File: src/rtl/mem_stage_pkg.sv
// mem_stage_pkg: shared definitions for the memory stage.
//   OP_LOAD / OP_STORE : opcodes that access memory; every other opcode
//                        passes the ALU result straight to writeback.
//   state_t            : stage FSM states (IDLE, ACCESS, RESP).
//   TIMEOUT_CYCLES     : number of ACCESS cycles allowed without mem_ack
//                        when MEM_STAGE_TIMEOUT_EN is defined.
package mem_stage_pkg;

  localparam logic [4:0] OP_LOAD  = 5'b11000;
  localparam logic [4:0] OP_STORE = 5'b11001;

  localparam int unsigned TIMEOUT_CYCLES = 255;

  typedef enum logic [1:0] {
    IDLE   = 2'd0,
    ACCESS = 2'd1,
    RESP   = 2'd2
  } state_t;

endpackage

File: src/rtl/mem_stage_if.sv
// mem_stage_if: bundle of all handshake and bus signals around mem_stage.
//   in_*   : execute -> mem_stage instruction handshake
//   mem_*  : mem_stage <-> data memory request/response
//   out_*  : mem_stage -> writeback handshake
//   err    : access timeout pulse (constant 0 unless MEM_STAGE_TIMEOUT_EN)
// Modports:
//   master : the mem_stage side (drives in_ready, mem_req/we/addr/wdata,
//            out_valid/data/rd/wb_en, err)
//   slave  : the surrounding pipeline / memory / testbench side
interface mem_stage_if #(
  parameter int unsigned DATA_WIDTH     = 16,
  parameter int unsigned ADDR_WIDTH     = 16,
  parameter int unsigned REG_ADDR_WIDTH = 4
);

  logic                      in_valid;
  logic                      in_ready;
  logic [4:0]                in_opcode;
  logic [DATA_WIDTH-1:0]     in_result;
  logic [DATA_WIDTH-1:0]     in_store_data;
  logic [REG_ADDR_WIDTH-1:0] in_rd;

  logic                      mem_req;
  logic                      mem_we;
  logic [ADDR_WIDTH-1:0]     mem_addr;
  logic [DATA_WIDTH-1:0]     mem_wdata;
  logic [DATA_WIDTH-1:0]     mem_rdata;
  logic                      mem_ack;

  logic                      out_valid;
  logic                      out_ready;
  logic [DATA_WIDTH-1:0]     out_data;
  logic [REG_ADDR_WIDTH-1:0] out_rd;
  logic                      out_wb_en;

  logic                      err;

  modport master (
    input  in_valid, in_opcode, in_result, in_store_data, in_rd,
    output in_ready,
    output mem_req, mem_we, mem_addr, mem_wdata,
    input  mem_rdata, mem_ack,
    output out_valid, out_data, out_rd, out_wb_en,
    input  out_ready,
    output err
  );

  modport slave (
    output in_valid, in_opcode, in_result, in_store_data, in_rd,
    input  in_ready,
    input  mem_req, mem_we, mem_addr, mem_wdata,
    output mem_rdata, mem_ack,
    input  out_valid, out_data, out_rd, out_wb_en,
    output out_ready,
    input  err
  );

endinterface

File: src/rtl/mem_stage_watchdog.sv
// mem_watchdog: 8-bit cycle counter for the ACCESS state timeout.
//   clk, rst   : clock, asynchronous active-high reset
//   i_enable   : FSM is in ACCESS this cycle
//   i_clear    : FSM is outside ACCESS; counter returns to 0
//   o_expired  : this is the TIMEOUT_CYCLES-th consecutive ACCESS cycle
// Only instantiated when MEM_STAGE_TIMEOUT_EN is defined.
module mem_watchdog
  import mem_stage_pkg::*;
(
  input  logic clk,
  input  logic rst,
  input  logic i_enable,
  input  logic i_clear,
  output logic o_expired
);

  logic [7:0] r_count;

  always_ff @(posedge clk or posedge rst) begin
    if (rst) begin
      r_count <= '0;
    end else if (i_clear) begin
      r_count <= '0;
    end else if (i_enable) begin
      r_count <= r_count + 8'd1;
    end
  end

  // r_count holds the number of ACCESS cycles already completed, so the
  // edge that ends the last allowed cycle is where the count reaches 255.
  assign o_expired = i_enable && (r_count == 8'(TIMEOUT_CYCLES - 1));

endmodule

File: src/rtl/mem_stage.sv
// mem_stage: pipeline memory stage between execute and writeback.
//   clk : rising-edge clock
//   rst : asynchronous active-high reset
//   bus : mem_stage_if.master -- instruction input handshake, data memory
//         request/response, writeback output handshake and err pulse.
// LOAD (5'b11000) / STORE (5'b11001) go through IDLE -> ACCESS -> RESP;
// every other opcode is forwarded to writeback with one cycle latency.
// ADDR_WIDTH must not exceed DATA_WIDTH (address is the low ALU bits).
// Optional feature macro: MEM_STAGE_TIMEOUT_EN -- abandons an access after
// 255 cycles without mem_ack and pulses err; otherwise err is tied low.
module mem_stage
  import mem_stage_pkg::*;
#(
  parameter int unsigned DATA_WIDTH     = 16,
  parameter int unsigned ADDR_WIDTH     = 16,
  parameter int unsigned REG_ADDR_WIDTH = 4
) (
  input  logic        clk,
  input  logic        rst,
  mem_stage_if.master bus
);

  state_t                    r_state;
  logic                      r_mem_req;
  logic                      r_mem_we;
  logic [ADDR_WIDTH-1:0]     r_mem_addr;
  logic [DATA_WIDTH-1:0]     r_mem_wdata;
  logic                      r_is_load;
  logic                      r_out_valid;
  logic [DATA_WIDTH-1:0]     r_out_data;
  logic [REG_ADDR_WIDTH-1:0] r_out_rd;
  logic                      r_out_wb_en;

  logic w_in_ready;
  logic w_fire;
  logic w_is_load;
  logic w_is_store;

  assign w_is_load  = (bus.in_opcode == OP_LOAD);
  assign w_is_store = (bus.in_opcode == OP_STORE);
  // A pending result may drain on the same edge a new one is accepted.
  assign w_in_ready = (r_state == IDLE) && (!r_out_valid || bus.out_ready);
  assign w_fire     = bus.in_valid && w_in_ready;

`ifdef MEM_STAGE_TIMEOUT_EN
  logic r_err;
  logic w_expired;

  mem_watchdog u_watchdog (
    .clk       (clk),
    .rst       (rst),
    .i_enable  (r_state == ACCESS),
    .i_clear   (r_state != ACCESS),
    .o_expired (w_expired)
  );

  assign bus.err = r_err;
`else
  assign bus.err = 1'b0;
`endif

  always_ff @(posedge clk or posedge rst) begin
    if (rst) begin
      r_state     <= IDLE;
      r_mem_req   <= 1'b0;
      r_mem_we    <= 1'b0;
      r_mem_addr  <= '0;
      r_mem_wdata <= '0;
      r_is_load   <= 1'b0;
      r_out_valid <= 1'b0;
      r_out_data  <= '0;
      r_out_rd    <= '0;
      r_out_wb_en <= 1'b0;
`ifdef MEM_STAGE_TIMEOUT_EN
      r_err       <= 1'b0;
`endif
    end else begin
`ifdef MEM_STAGE_TIMEOUT_EN
      r_err <= 1'b0;
`endif
      case (r_state)
        IDLE: begin
          if (r_out_valid && bus.out_ready) begin
            r_out_valid <= 1'b0;
          end
          if (w_fire) begin
            r_out_rd <= bus.in_rd;
            if (w_is_load || w_is_store) begin
              r_mem_addr  <= bus.in_result[ADDR_WIDTH-1:0];
              r_mem_wdata <= bus.in_store_data;
              r_mem_we    <= w_is_store;
              r_is_load   <= w_is_load;
              r_mem_req   <= 1'b1;
              r_state     <= ACCESS;
            end else begin
              r_out_data  <= bus.in_result;
              r_out_wb_en <= 1'b1;
              r_out_valid <= 1'b1;
            end
          end
        end
        ACCESS: begin
          if (bus.mem_ack) begin
            r_mem_req   <= 1'b0;
            r_mem_we    <= 1'b0;
            r_out_valid <= 1'b1;
            r_out_data  <= r_is_load ? bus.mem_rdata : '0;
            r_out_wb_en <= r_is_load;
            r_state     <= RESP;
          end
`ifdef MEM_STAGE_TIMEOUT_EN
          else if (w_expired) begin
            r_mem_req   <= 1'b0;
            r_mem_we    <= 1'b0;
            r_err       <= 1'b1;
            r_out_valid <= 1'b1;
            r_out_data  <= '0;
            r_out_wb_en <= 1'b0;
            r_state     <= RESP;
          end
`endif
        end
        RESP: begin
          if (bus.out_ready) begin
            r_out_valid <= 1'b0;
            r_state     <= IDLE;
          end
        end
        default: r_state <= IDLE;
      endcase
    end
  end

  assign bus.in_ready  = w_in_ready;
  assign bus.mem_req   = r_mem_req;
  assign bus.mem_we    = r_mem_we;
  assign bus.mem_addr  = r_mem_addr;
  assign bus.mem_wdata = r_mem_wdata;
  assign bus.out_valid = r_out_valid;
  assign bus.out_data  = r_out_data;
  assign bus.out_rd    = r_out_rd;
  assign bus.out_wb_en = r_out_wb_en;

endmodule

File: src/flat_wrapper.sv
// flat-port wrapper written by rule: the top's interface ports become plain ports
module mem_stage_flat import mem_stage_pkg::*;
#(
  parameter int unsigned DATA_WIDTH     = 16,
  parameter int unsigned ADDR_WIDTH     = 16,
  parameter int unsigned REG_ADDR_WIDTH = 4
)
  (clk, rst, bus_in_valid, bus_in_opcode, bus_in_result, bus_in_store_data, bus_in_rd, bus_in_ready, bus_mem_req, bus_mem_we, bus_mem_addr, bus_mem_wdata, bus_mem_rdata, bus_mem_ack, bus_out_valid, bus_out_data, bus_out_rd, bus_out_wb_en, bus_out_ready, bus_err);
  mem_stage_if #(.DATA_WIDTH(DATA_WIDTH), .ADDR_WIDTH(ADDR_WIDTH), .REG_ADDR_WIDTH(REG_ADDR_WIDTH)) bus_i ();
  input  logic clk;
  input  logic rst;
  input wire logic [$bits(bus_i.in_valid)-1:0] bus_in_valid;
  input wire logic [$bits(bus_i.in_opcode)-1:0] bus_in_opcode;
  input wire logic [$bits(bus_i.in_result)-1:0] bus_in_result;
  input wire logic [$bits(bus_i.in_store_data)-1:0] bus_in_store_data;
  input wire logic [$bits(bus_i.in_rd)-1:0] bus_in_rd;
  output wire logic [$bits(bus_i.in_ready)-1:0] bus_in_ready;
  output wire logic [$bits(bus_i.mem_req)-1:0] bus_mem_req;
  output wire logic [$bits(bus_i.mem_we)-1:0] bus_mem_we;
  output wire logic [$bits(bus_i.mem_addr)-1:0] bus_mem_addr;
  output wire logic [$bits(bus_i.mem_wdata)-1:0] bus_mem_wdata;
  input wire logic [$bits(bus_i.mem_rdata)-1:0] bus_mem_rdata;
  input wire logic [$bits(bus_i.mem_ack)-1:0] bus_mem_ack;
  output wire logic [$bits(bus_i.out_valid)-1:0] bus_out_valid;
  output wire logic [$bits(bus_i.out_data)-1:0] bus_out_data;
  output wire logic [$bits(bus_i.out_rd)-1:0] bus_out_rd;
  output wire logic [$bits(bus_i.out_wb_en)-1:0] bus_out_wb_en;
  input wire logic [$bits(bus_i.out_ready)-1:0] bus_out_ready;
  output wire logic [$bits(bus_i.err)-1:0] bus_err;
  assign bus_i.in_valid = bus_in_valid;
  assign bus_i.in_opcode = bus_in_opcode;
  assign bus_i.in_result = bus_in_result;
  assign bus_i.in_store_data = bus_in_store_data;
  assign bus_i.in_rd = bus_in_rd;
  assign bus_in_ready = bus_i.in_ready;
  assign bus_mem_req = bus_i.mem_req;
  assign bus_mem_we = bus_i.mem_we;
  assign bus_mem_addr = bus_i.mem_addr;
  assign bus_mem_wdata = bus_i.mem_wdata;
  assign bus_i.mem_rdata = bus_mem_rdata;
  assign bus_i.mem_ack = bus_mem_ack;
  assign bus_out_valid = bus_i.out_valid;
  assign bus_out_data = bus_i.out_data;
  assign bus_out_rd = bus_i.out_rd;
  assign bus_out_wb_en = bus_i.out_wb_en;
  assign bus_i.out_ready = bus_out_ready;
  assign bus_err = bus_i.err;
  mem_stage #(.DATA_WIDTH(DATA_WIDTH), .ADDR_WIDTH(ADDR_WIDTH), .REG_ADDR_WIDTH(REG_ADDR_WIDTH)) u_core (.clk(clk), .rst(rst), .bus(bus_i));
endmodule
File: config.mk
export PLATFORM = sky130hd
export DESIGN_NAME = mem_stage_flat
export DESIGN_NICKNAME = d
export VERILOG_FILES = /design/src/rtl/mem_stage_pkg.sv /design/src/rtl/mem_stage_if.sv /design/src/rtl/mem_stage_watchdog.sv /design/src/rtl/mem_stage.sv /design/src/flat_wrapper.sv
export SDC_FILE = /design/constraint.sdc
export NUM_CORES = 1
export LEC_CHECK = 0
export CORE_UTILIZATION = 38
export DETAILED_ROUTE_END_ITERATION = 12
export GPL_ROUTABILITY_DRIVEN = 1
export PLACE_DENSITY = 0.86
export SLEW_MARGIN = 20
export SYNTH_ARGS = -nofsm -noshare
export SYNTH_HDL_FRONTEND = slang
export SYNTH_SLANG_ARGS = --single-unit
File: constraint.sdc
create_clock -name clk -period 2.05 [get_ports clk]
set_clock_uncertainty 0.15 [all_clocks]
set_input_delay 0.205 -clock clk [delete_from_list [all_inputs] [get_ports clk]]
set_output_delay 0.205 -clock clk [all_outputs]
set_load 0.02 [all_outputs]
Word-level counts from Yosys, hierarchy flattened

Index checks and enable logic that the tools add are counted.

Register bits: 59
Bits of input ports: 62
Output and inout port bits: 58
Word-level logic and storage cells: 61

Eq/ne operators: 9
Mux-type cells: 27
Reductions and logical operators: 15

Operators with widths:

| operator                                               | count |
|---|---|
| two-way mux 16 bit                                     | 4 |
| one-hot mux 16 bit (2 select lines)                    | 1 |
| two-way mux 1 bit                                      | 13 |
| AND reduction 4 bit                                    | 3 |
| == test 5 bit (second input constant)                  | 2 |
| two-way mux 2 bit                                      | 4 |
| inequality test 2 bit (second input constant)          | 4 |
| one-hot mux 1 bit (2 select lines)                     | 3 |
| one-hot mux 2 bit (3 select lines)                     | 1 |
| AND reduction 3 bit                                    | 2 |
| logical AND 1 bit                                      | 3 |
| one-hot mux 1 bit (3 select lines)                     | 1 |
| nonzero test 3 bit                                     | 1 |
| == test 2 x 1 -> 1 bit (second input constant)         | 1 |
| == test 2 bit (second input constant)                  | 1 |
| logical NOT 2 bit                                      | 1 |
| logical OR 1 bit                                       | 2 |
| inequality test 2 x 1 -> 1 bit (second input constant) | 1 |
| AND reduction 2 bit                                    | 1 |
| nonzero test 2 bit                                     | 1 |
| logical NOT 1 bit                                      | 1 |

Depth between registers and ports, before layout

Word-level depth: 6
Depth in mapped cells: 8
Depth with buffers taken out: 6

Least setup slack after synthesis

OpenSTA, ideal clock, no wires.

Path kind: reg2reg
Start: register u_core.r_state[0]
End: register u_core.r_out_data[0] (netlist: u_core.bus.out_data[0])
Library setup time: 125 ps
Data arrival time: 1,872 ps
Data required time: 1,775 ps
Slack: -97 ps
Stages on the path, launching flop included: 8
Buffers on the path: 1
Clock period less this slack: 2,147 ps
Cells stage by stage: dfrtp_1 -> inv_1 -> ha_1 -> nand2_1 -> o31a_1 -> nor3_4 -> buf_12 -> mux2_4

Longest elaborated chain between the ends: 5
Elaborated cells on any way between the ends: 10
Classes of those cells: eq/ne (4); mux (1); reduce/logical (5)

Ends and longest elaborated chain:

| element                                  | line                             | RTL |
|---|---|---|
| start, declared                          | mem_stage.sv:23                  | `state_t r_state;` |
| start signal, assigned                   | mem_stage.sv:64                  | `r_state <= IDLE;` |
| start signal, assigned                   | mem_stage.sv:94                  | `r_state <= ACCESS;` |
| start signal, assigned                   | mem_stage.sv:109                 | `r_state <= RESP;` |
| logical NOT 2 bit                        | mem_stage.sv:42, mem_stage.sv:81 |  |
| logical AND 1 bit                        | mem_stage.sv:42                  | `assign w_in_ready = (r_state == IDLE) && (!r_out_valid \|\| bus.out_ready);` |
| logical AND 1 bit                        | mem_stage.sv:43                  | `assign w_fire = bus.in_valid && w_in_ready;` |
| inequality test 2 x 1 -> 1 bit (no line) | -                                |  |
| AND reduction 4 bit (no line)            | -                                |  |
| end signal, assigned                     | mem_stage.sv:96                  | `r_out_data <= bus.in_result;` |
| end signal, assigned                     | mem_stage.sv:107                 | `r_out_data <= r_is_load ? bus.mem_rdata : '0;` |
| end, declared                            | mem_stage.sv:30                  | `logic [DATA_WIDTH-1:0] r_out_data;` |

Several ways; a longest one is shown, not always the timed one.
A chain may end at the register's enable or synchronous reset.

Worst setup path after layout

Start: register u_core.r_state[0]
End: register u_core.r_out_data[11] (netlist: u_core.bus.out_data[11])

Same word-level chain as after synthesis.

==> metrics.md <==
| Metric | Value |
|---|---|
| Share of total power in sequential cells | `0.291` |
| WP data required | `2.10 ns` |
| Synthesized net count | `285` |
| Max Slew Vio Count | `0` |
| Min Clock Period, post-route | `2.07 ns` |
| Setup Viol. Count Final | `11` |
| FF+latch count, synth | `59` |
| Routed length per instance | `15.8 um` |
| Pint | `0.00456 W` |
| Slack of the worst reg-to-reg path | `-0.02 ns` |
| Reg-to-Reg Start | `u_core.r_state[0]$_DFFE_PP0P_` |
| First-pass GRT wire length | `10.3 mm` |
| Relative slew slack | `0.596` |
| Routability Congestion | `0.772` |
| FMAX | `482 MHz` |
| Drt drc | `0` |
| Period utilisation layout | `1.01` |
| Detailed Place HPWL | `4.89 mm` |
| Die height | `86.4 um` |
| Clk Latency, worst-skew pair | `0.31 ns` |
| Reg clk slew, reported paths | `0.07 ns` |
| Nets | `430` |
| H-tree depth | `3` |
| Core area | `0.00683 sq mm` |
| Clk pwr share | `0.130` |
| PnR worst setup slack | `-0.0236 ns` |
| First drt pass iteration count | `4` |
| Overall Power | `0.00711 W` |
| Worst setup SP type | `flop` |
| N_diodes | `0` |
| PortBufs | `118` |
| CTS Sinks | `59` |
| Last element of the critical path | `u_core.bus.out_data[11]$_DFFE_PP0P_` |
| Antenna Nets Post-Route | `0` |
| Via density | `4.73` |
| Die W | `86.4 um` |
| Root buffer cell | `clkbuf_8` |
| Hold crit path type | `primary input to asynchronous set/reset pin` |
| Max Root-Sink Buffers | `2` |
| Die Footprint | `0.00746 sq mm` |
| Share of cells above drive strength 1 | `0.277` |
| Initial Util | `0.396` |
| R2r worst-path depth | `8` |
| Crit path launch | `u_core.r_state[0]$_DFFE_PP0P_` |
| Routed Wire Length | `7.32 mm` |
| Largest net degree at the start of global routing | `34` |
| Placement row count | `30` |
| Synth Area per Inst | `12.4 sq um` |
| RSZ-0062 raised after global routing | `yes` |
| Post-placement setup slack | `-0.217 ns` |
| Final hold vios | `0` |
| Hold_buf cts | `0` |
| Num ports | `120` |
| Global Route Usage Sum | `0.185` |
| Comb power frac | `0.579` |
| Cells after Synth | `218` |
| CP Capture Type | `flop` |
| Critical path data arrival time | `2.12 ns` |
| CTS buffer count | `9` |
| Switching power | `0.00255 W` |
| Slew @ Worst Pin | `0.606 ns` |
| TritonCTS clock tree | `yes` |
| Vias | `2195` |
| Reg2reg end | `u_core.bus.out_data[11]$_DFFE_PP0P_` |
| Worst Path Max Fanout | `8` |
| GRT overflow | `0` |
| Yosys cell types | `34` |
| Synth-to-layout area growth | `65.5%` |
| Initial antenna violation count | `0` |
| Maximum vdd ir drop | `0.713 mV` |
| Critical setup path kind | `flop to flop` |
| Lkg Pwr | `2.01 nW` |
| Sw frac | `0.359` |
| Max-Cap Viols | `0` |
| Failing checks | `setup timing` |
| Power Density | `1590 mW/mm^2` |
| Initial DRC Count | `45` |
| Post-synthesis sequential area ratio | `0.546` |
| Synth warn | `0` |
| Synthesized area | `0.00271 sq mm` |
| Outcome | `finished, violations left` |
| Vias in the first global route | `2150` |
## cells in the mapped netlist
cell type	count	area, sq um
o21bai_1	1	7.51
buf_4	4	30.0
o32a_1	1	10.0
and2_1	1	6.26
a22oi_1	1	7.51
inv_1	23	86.3
nor2_1	5	18.8
nand2_1	16	60.1
mux2_2	44	495
ha_1	5	62.6
buf_2	1	5.00
nor2b_2	1	8.76
nand3_1	1	5.00
buf_12	1	20.0
nand2b_1	2	12.5
or2b_1	1	7.51
nor4_1	1	6.26
nor3_4	1	16.3
or3_1	1	6.26
nor3_1	2	10.0
a211oi_1	1	7.51
a21oi_1	2	10.0
conb_1	1	3.75
nor2b_1	2	12.5
dfrtp_1	59	1480
and4bb_1	1	12.5
nand3b_1	1	7.51
clkbuf_1	4	15.0
mux2_4	10	150
o21ai_0	20	100
o31a_1	1	8.76
a31oi_1	1	6.26
nor3b_1	1	7.51
o22ai_1	1	6.26
## worst max-delay path: stages (launching register included)
cell,delay (ns)
dfrtp_1,0.42
inv_2,0.11
ha_4,0.16
nand2_4,0.05
o31a_1,0.27
nor3_4,0.18
buf_12,0.15
clkbuf_16,0.16
mux2_4,0.30
## flip-flops by register name (all words and copies together), names as in the netlist
register,cells
u_core.bus.mem_addr,16
u_core.bus.mem_req,1
u_core.bus.mem_wdata,16
u_core.bus.mem_we,1
u_core.bus.out_data,16
u_core.bus.out_rd,4
u_core.bus.out_valid,1
u_core.bus.out_wb_en,1
u_core.r_is_load,1
u_core.r_state,2
## repair_timing
item,4_1_cts,5_1_grt
cloned,0,5
pin swaps,0,3
buffers inserted,0,7
endpoints found under the setup margin,8,52
resized for setup,3,8
## worst min path at each step
| stage | startpoint | to | slack [ns] | cells after the start |
|---|---|---|---|---|
| 4_1_cts | rst | u_core.bus.mem_wdata[13]$_DFFE_PP0P_ | 0.10 | 2 |
| 2_1_floorplan | bus_in_opcode[0] | u_core.r_is_load$_DFFE_PP0P_ | 0.14 | 1 |
| 3_3_place_gp | u_core.bus.mem_wdata[13]$_DFFE_PP0P_ | u_core.bus.mem_wdata[13]$_DFFE_PP0P_ | 0.34 | 1 |
| 5_1_grt | rst | u_core.bus.mem_wdata[13]$_DFFE_PP0P_ | 0.13 | 2 |
| 3_5_place_dp | u_core.bus.mem_wdata[1]$_DFFE_PP0P_ | u_core.bus.mem_wdata[1]$_DFFE_PP0P_ | 0.34 | 1 |
| 6_report | rst | u_core.bus.mem_addr[2]$_DFFE_PP0P_ | 0.11 | 2 |
## routing by layer
layer,wire length [um],track usage,share of wire,vias to the layer above
li1,-,-,-,1028
met1,2980,0.210,0.41,1078
met2,3800,0.310,0.52,78
met3,452,0.0648,0.062,11
met4,91,0.0894,0.012,0
met5,0,0,0,-
## power by group through the flow
| stage | sequential (W) | clock (W) | combinational (W) |
|---|---|---|---|
| floorplan | 0.00270 | 0 | 0.00149 |
| global placement | 0.00204 | 0 | 0.00365 |
| detailed placement | 0.00208 | 0 | 0.00376 |
| CTS | 0.00207 | 0.000949 | 0.00378 |
| global route | 0.00213 | 0.00101 | 0.00434 |
| finish | 0.00207 | 0.000927 | 0.00412 |
## cell families (layout without fill, tap and decap cells)
kind of cell             Yosys count  after routing  share of synthesized area
multiplexers                      54             54                      0.239
AND/OR/NAND/NOR                   37             37                     0.0731
other                              1              1                    0.00139
flip-flops                        59             59                      0.546
buffers and inverters             33            183                     0.0578
AO/OA/AOI/OAI                     29             29                     0.0606
adder cells (fa/ha/maj)            5              5                     0.0231
## metrics by stage
| step | instance area, sq um | utilization | cells | TNS [ns] | hold slack [ns] |
|---|---|---|---|---|---|
| after floorplan | 2730 | - | 218 | -0.148 | 0.140 |
| after detailed placement | 4110 | 0.601 | 436 | -7.61 | 0.345 |
| final | 4480 | 0.656 | 464 | -0.158 | 0.106 |
| after global routing | 4480 | 0.656 | 464 | -1.08 | 0.127 |
| after CTS | 4290 | 0.627 | 452 | -0.0908 | 0.104 |
| after global placement | 4110 | 0.601 | 436 | -4.84 | 0.339 |
## layout by cell type (no fill, tap or decap), types with 3 or more instances in the layout
master	Yosys	final
clkdlybuf4s50_1	0	117
dfrtp_1	59	58
mux2_2	44	42
inv_1	23	20
o21ai_0	20	19
nand2_1	16	15
buf_4	4	15
mux2_4	10	12
clkbuf_8	0	11
nor2_1	5	5
ha_1	5	4
buf_12	1	4
clkbuf_16	0	4
inv_2	0	3
clkbuf_1	4	3
## area by class of cell
class | instances | area, sq um
clock buffer | 14 | 163
clock inverter | 2 | 10.0
fill | 565 | 2350
inverter | 23 | 86.3
multi-input combinational | 126 | 1110
sequential | 59 | 1480
tap | 96 | 120
timing repair buffer | 144 | 1510
No activity file was read; power rests on OpenSTA's default activity.
